`config.mk`:
```
export PLATFORM = sky130hd
export DESIGN_NAME = codec_responder
export DESIGN_NICKNAME = d
export VERILOG_FILES = /design/src/rtl/codec_responder.sv
export SDC_FILE = /design/constraint.sdc
export NUM_CORES = 1
export LEC_CHECK = 0
export ABC_AREA = 0
export CAP_MARGIN = 40
export CELL_PAD_IN_SITES_DETAIL_PLACEMENT = 0
export CELL_PAD_IN_SITES_GLOBAL_PLACEMENT = 1
export CORE_ASPECT_RATIO = 1.75
export CORE_UTILIZATION = 41
export DETAILED_ROUTE_END_ITERATION = 8
export PLACE_DENSITY = 0.88
export SLEW_MARGIN = 40
export SYNTH_ARGS = -nofsm -noshare
export SYNTH_HDL_FRONTEND = slang
export SYNTH_SLANG_ARGS = --single-unit
```
`constraint.sdc`:
```
create_clock -name clk -period 2.4 [get_ports clk]
set_input_delay 0.24 -clock clk [delete_from_list [all_inputs] [get_ports clk]]
set_output_delay 0.24 -clock clk [all_outputs]
set_load 0.02 [all_outputs]
```
`src/rtl/codec_responder.sv`:
```
// codec_responder: CODEC-side end of the serial audio link.
// Deserializes the stereo frame driven by the core on SDin and serializes
// locally supplied left/right samples onto SDout, MSB first.
module codec_responder #(
  parameter int unsigned SYNC_STAGES = 2,
  parameter int unsigned WIDTH       = 16
) (
  input  logic             clk,
  input  logic             rst,
  input  logic             SCLK,
  input  logic             LRCLK,
  input  logic             SDin,
  output logic             SDout,
  input  logic [WIDTH-1:0] lft_tx,
  input  logic [WIDTH-1:0] rht_tx,
  output logic             tx_ld,
  output logic [WIDTH-1:0] lft_rx,
  output logic [WIDTH-1:0] rht_rx,
  output logic             rx_vld,
  output logic             frame_err
);

  localparam int unsigned CW = $clog2(WIDTH + 1);

  typedef enum logic [1:0] {IDLE, LEFT, RIGHT} state_t;

  state_t state, state_nxt;

  logic [SYNC_STAGES-1:0] sclk_sync, lrclk_sync, sdin_sync;
  logic                   sclk_d, lrclk_d;
  logic                   sclk_s, lrclk_s, sdin_s;
  logic                   sclk_rise, sclk_fall, lr_rise, lr_fall;
  logic                   ld_left, ld_right;

  logic [WIDTH-1:0] tx_shift;
  logic [WIDTH-1:0] rht_hold;
  logic [WIDTH-1:0] rx_shift, rx_nxt, lft_pend;
  logic [CW-1:0]    rx_cnt;
  logic             lft_ok;

  // Input synchronizers plus one extra stage for edge detection. These are
  // left out of reset: clearing them while LRCLK is high would fabricate an
  // LRCLK rise right after reset and start a frame mid-channel.
  always_ff @(posedge clk) begin
    sclk_sync  <= {sclk_sync[SYNC_STAGES-2:0], SCLK};
    lrclk_sync <= {lrclk_sync[SYNC_STAGES-2:0], LRCLK};
    sdin_sync  <= {sdin_sync[SYNC_STAGES-2:0], SDin};
    sclk_d     <= sclk_sync[SYNC_STAGES-1];
    lrclk_d    <= lrclk_sync[SYNC_STAGES-1];
  end

  assign sclk_s    = sclk_sync[SYNC_STAGES-1];
  assign lrclk_s   = lrclk_sync[SYNC_STAGES-1];
  assign sdin_s    = sdin_sync[SYNC_STAGES-1];
  assign sclk_rise = sclk_s & ~sclk_d;
  assign sclk_fall = ~sclk_s & sclk_d;
  assign lr_rise   = lrclk_s & ~lrclk_d;
  assign lr_fall   = ~lrclk_s & lrclk_d;

  // Channel state register.
  always_ff @(posedge clk) begin
    if (rst) state <= IDLE;
    else     state <= state_nxt;
  end

  // Next-state logic: frames start on an LRCLK rise, right channel on the fall.
  always_comb begin
    state_nxt = state;
    case (state)
      IDLE:    if (lr_rise) state_nxt = LEFT;
      LEFT:    if (lr_fall) state_nxt = RIGHT;
      RIGHT:   if (lr_rise) state_nxt = LEFT;
      default: state_nxt = IDLE;
    endcase
  end

  assign ld_left  = lr_rise & (state != LEFT);
  assign ld_right = lr_fall & (state == LEFT);
  assign rx_nxt   = {rx_shift[WIDTH-2:0], sdin_s};

  // SDout is the MSB of a zero-filling shifter, so it reads 0 once all
  // WIDTH bits of a channel have been shifted out and until the next load.
  assign SDout = tx_shift[WIDTH-1];

  // Transmit path: capture samples at frame start, load per channel, shift on SCLK fall.
  always_ff @(posedge clk) begin
    if (rst) begin
      tx_shift <= '0;
      rht_hold <= '0;
      tx_ld    <= 1'b0;
    end else begin
      tx_ld <= 1'b0;
      if (ld_left) begin
        tx_shift <= lft_tx;
        rht_hold <= rht_tx;
        tx_ld    <= 1'b1;
      end else if (ld_right) begin
        tx_shift <= rht_hold;
      end else if (sclk_fall && state != IDLE) begin
        tx_shift <= {tx_shift[WIDTH-2:0], 1'b0};
      end
    end
  end

  // Receive path: shift on SCLK rise, check bit count at each channel boundary,
  // publish the left/right pair once both channels completed in one frame.
  always_ff @(posedge clk) begin
    if (rst) begin
      rx_shift  <= '0;
      rx_cnt    <= '0;
      lft_pend  <= '0;
      lft_ok    <= 1'b0;
      lft_rx    <= '0;
      rht_rx    <= '0;
      rx_vld    <= 1'b0;
      frame_err <= 1'b0;
    end else begin
      rx_vld <= 1'b0;
      if (ld_left || ld_right) begin
        if (state != IDLE && rx_cnt != CW'(WIDTH)) frame_err <= 1'b1;
        if (ld_left) lft_ok <= 1'b0;
        if (sclk_rise) begin
          rx_shift <= rx_nxt;
          rx_cnt   <= CW'(1);
        end else begin
          rx_cnt <= '0;
        end
      end else if (sclk_rise && state != IDLE && rx_cnt != CW'(WIDTH)) begin
        rx_shift <= rx_nxt;
        rx_cnt   <= rx_cnt + 1'b1;
        if (rx_cnt == CW'(WIDTH - 1)) begin
          if (state == LEFT) begin
            lft_pend <= rx_nxt;
            lft_ok   <= 1'b1;
          end else if (lft_ok) begin
            lft_rx <= lft_pend;
            rht_rx <= rx_nxt;
            rx_vld <= 1'b1;
          end
        end
      end
    end
  end

endmodule

```
-- After elaboration in Yosys (flattened, before gate mapping)
Index checks and enable logic that the tools add are counted.
- equality and inequality tests: 9
- reduce and logical (&&, ||, !) cells: 19
- bitwise gates (word level): 14
- $add $sub $neg: 1
- multiplexer cells: 19
- operator list (operator ; count):
    16-bit two-way mux ; 3
    15-bit two-way mux ; 3
    5-bit two-way mux ; 2
    1-bit two-way mux ; 8
    1-bit NOT ; 8
    4-bit AND reduction ; 2
    2-bit nonzero test ; 4
    1-bit AND ; 6
    2-bit != test (second input constant) ; 3
    2-bit AND reduction ; 3
    5-bit by 1-bit adder with 5-bit output (second input constant) ; 1
    5-bit by 4-bit equality test with 1-bit output (second input constant) ; 1
    5-bit != test (second input constant) ; 1
    5-bit AND reduction ; 1
    5-bit OR reduction ; 1
    1-bit logical AND ; 4
    2-bit two-way mux ; 2
    2-bit by 1-bit != test with 1-bit output (second input constant) ; 2
    2-bit one-hot mux with 2 select lines ; 1
    3-bit nonzero test ; 1
    2-bit by 1-bit equality test with 1-bit output (second input constant) ; 1
    2-bit equality test (second input constant) ; 1
    2-bit logical NOT ; 1
    2-bit OR reduction ; 1
    1-bit logical OR ; 1
- bits of input ports: 37
- word-level logic and storage cells: 79
- output and inout port bits: 36
- flip-flop bits (word level): 114

-- Logic depth before layout (Yosys ltp)
- word-level depth: 6
- mapped depth: 8
- gate-level depth less buffers: 6

-- Worst setup path after synthesis
No wires, ideal clock.
- kind: register to register
- from: reg rx_cnt[0]
- to: reg lft_pend[10]
- cell stages (with the launch flop): 9
- data arrival time: 1788 ps
- slack: 540 ps
- period minus slack after synthesis: 1860 ps
- cell sequence: dfxtp_1 > inv_1 > ha_1 > and4bb_4 > nor3b_4 > and4_1 > buf_6 > buf_12 > mux2i_1
- word-level cells in the longest chain between the ends: 3
- ends and longest elaborated chain (what ; line ; RTL):
    from (decl) ; 38 ; logic [CW-1:0] rx_cnt;
    from (signal assigned) ; 130 ; rx_cnt <= rx_cnt + 1'b1;
    5-bit != test ; 128 ; end else if (sclk_rise && state != IDLE && rx_cnt != CW'(WIDTH)) begin
    1-bit logical AND ; 128 ;
    4-bit AND reduction (no line) (*) ; -- ;
    to (signal assigned) ; 133 ; lft_pend <= rx_nxt;
    to (decl) ; 37 ; logic [WIDTH-1:0] rx_shift, rx_nxt, lft_pend;
Every way passes the cells marked *; elsewhere a longest branch is shown, timed or not.
A chain may end at the register's enable or synchronous reset.

-- Worst setup path in the final report
- from: reg rx_cnt[0]
- to: reg lft_pend[1]
The elaborated chain is that of the path after synthesis.

==> reports/results.txt <==
RSZ-0062 raised after global routing - no
1st-iter DRT viols - 118
number of diodes - 0
CTS max path bufs - 2
vias per std cell - 5.05
Register Area - 2280 µm²
CP max stage delay - 0.40 ns
synth warn - 0
Overall Global Routing Usage - 17.4%
design area - 5950 µm²
reg2reg start - rx_cnt[0]
num rows - 50
hold-critical path depth - 2
Synth Area in Adders - 0.818%
final wirelength - 8.96 mm
hold_sp - rst
worst slew pin tran - 0.721 ns
Slew headroom - 51.9%
clock-pin slew on the worst setup and hold paths - 0.05 ns
top_reg_cell synth - dfxtp_1
Synth Net Count - 480
# hold bufs at CTS - 0
static leakage - 2.35 nW
Unique masters post-synth - 41
total negative setup slack - 0 ns
Port Buffer Count - 72
Initial Utilization - 42.4%
GPL Wtd Cong - 0.745
critical path type - register to register
HP Class - input port to register
most common cell in the netlist - dfxtp_1
multiplexer share of the synthesized area - 14.0%
CP Capture Type - register
fill count - 974
area leader, netlist - dfxtp_1
Clock Skews - 0.00593 ns
Post-synth EDFFs - 0
# DRC - 0
Synth Area in Simple Gates - 20.3%
area of the multi-input gates - 2120 µm²
CP max FO - 17
critical path arrival - 2.41 ns
post-synthesis xor/xnor area fraction - 0.382%
fin cells - 654
Yosys reg bits - 114
CTS resizes - 0
largest net degree at the start of global routing - 58
Commonest cells post-synth - 114 x dfxtp_1, 69 x nand2b_1, 64 x mux2i_1
placed instance area - 5380 µm²
DPL Wire Length - 6.09 mm
Register-to-Register Path Depth - 7
postcts setup bufs - 0
via count - 3303
Area contributors post-synth - dfxtp_1 50%, mux2i_1 14%, nand2b_1 9.4%
layout cells sized above 1 - 11.5%
CTS tree - done
final setup violating endpoints - 0
sequential share of the synthesized area - 49.7%
min Tclk post-route - 2.08 ns
Die Y - 142 µm
highest clock rate - 0.480 GHz
Pre-Repair DR Iteration Count - 4
antenna violations before repair - 0
wire length of the first global-routing pass - 15.5 mm
WL per Instance - 13.7 µm
worst setup path startpoint - rx_cnt[0]
max-cap violations - 0
period utilisation layout - 86.9%
Peak VDD IR - 0.522 mV
post-route ant nets - 0
startpoint types - register
worst skew pair latency - 0.40 ns
pwr dens - 776 nW/µm²
clock root cell - clkbuf_16
IO Pins - 73
Placeable Area - 10800 µm²
DIE AREA - 11600 µm²
Crit-path slowest cell - dfxtp_1
total CTS buffers - 17
cell chain of the critical path - inv_1 > ha_1 > and4bb_4 > nor3b_4 > and4_1 > buf_4 > mux2i_1
outcome - completed
top cell family by delay on the critical path - simple AND/OR/NAND/NOR gates
Remaining Overflow, GRT - 0
area growth from synthesis to layout - 29.6%
Synth Area in Compound Gates - 10.8%
Data required, critical path - 2.73 ns
largest family of logic cells by synthesized area - simple AND/OR/NAND/NOR gates
Post-synth ARST share - 0%
post-synth top area share - 49.7%
vias in the first global route - 3354
htree depth - 4
Syn Area/Cell - 10.4 µm²
CP Buf/Inv Count - 2
number of stages on the worst setup path - 7
clk sink count - 114
final net count - 551
Final Hold Viols - 0
max-slew violations - 0
dpl cells - 622
width of the die - 82.0 µm
Post-Syn Area - 4590 µm²
Mapped Cells - 440
## worst reg2reg max path: stages, from the launching register on
cell,delay (ns)
dfxtp_1,0.40
inv_1,0.08
ha_1,0.20
and4bb_4,0.22
nor3b_4,0.36
and4_1,0.24
buf_4,0.29
mux2i_1,0.23
## state kept, by name, indices dropped and copies added, names as in the netlist
signal and flops:
lft_pend 16, lft_rx 16, rht_hold 16, rht_rx 16
tx_shift 16, rx_shift 15, rx_cnt 5, lrclk_sync 2
sclk_sync 2, sdin_sync 2, state 2, frame_err 1
lft_ok 1, lrclk_d 1, rx_vld 1, sclk_d 1
tx_ld 1
## area by class of cell
class	count	share of cell area (%)
clock inverter	10	1.39
tap	130	2.73
multi-input combinational	292	35.7
clock buffer	22	8.14
inverter	5	0.316
sequential	114	38.4
timing repair buffer	81	13.4
## power breakdown
| part | internal, mW | leakage, nW | switching [mW] |
|---|---|---|---|
| logic | 0.156 | 1.15 | 0.153 |
| clock network | 1.52 | 0.277 | 0.816 |
| registers | 1.95 | 0.926 | 0.0283 |
| total | 3.62 | 2.35 | 0.997 |
## kinds of logic (layout without fill, tap and decap cells)
kind of cell / count (synthesis) / count (layout)
mux: 64 / 64
simple gates: 163 / 163
compound gates: 60 / 60
flops: 114 / 114
fa+ha+maj: 3 / 3
buf+inv: 34 / 118
xor+xnor: 2 / 2
## per-stage QoR
stage               power (mW)  hold WS (ns)  util (%)  setup slack, ns
CTS                       4.67         0.236      55.0            0.312
global placement          2.32         0.313      49.7            0.456
floorplan                 2.21         0.268         -            0.540
detailed placement        2.32         0.316      49.7            0.331
finish                    4.62         0.246      55.0            0.315
global route              4.81         0.270      55.0            0.184
## per-layer routing
layer	up-vias	track usage, %	wire length, µm
met1	1536	19.4	3740
met5	-	0	0
met3	15	5.06	290
met2	72	29.8	4770
li1	1680	-	-
met4	0	7.48	166
## placed cells by master (no fill, tap or decap), types with 3 or more instances in the layout
cell	netlist	final
clkdlybuf4s50_1	0	71
nand2_1	49	49
a311oi_1	6	6
clkbuf_16	0	17
mux2i_1	64	64
nor2_1	13	13
ha_1	3	3
nor4_1	15	15
nand2b_1	69	69
a22oi_1	16	16
buf_4	2	8
inv_1	5	5
a311oi_2	9	9
clkinv_2	0	6
clkinvlp_4	0	3
dfxtp_1	114	114
clkbuf_8	0	4
a21oi_1	19	19
## worst paths after layout
| path | endpoint | slack, ns |
|---|---|---|
| hold reg to reg | lrclk_sync[1] | 0.33 |
| setup reg to reg | lft_pend[1] | 0.32 |
| setup / recovery | lft_pend[1] | 0.32 |
| hold / removal | rx_vld | 0.25 |
No activity file was read; power rests on OpenSTA's default activity.
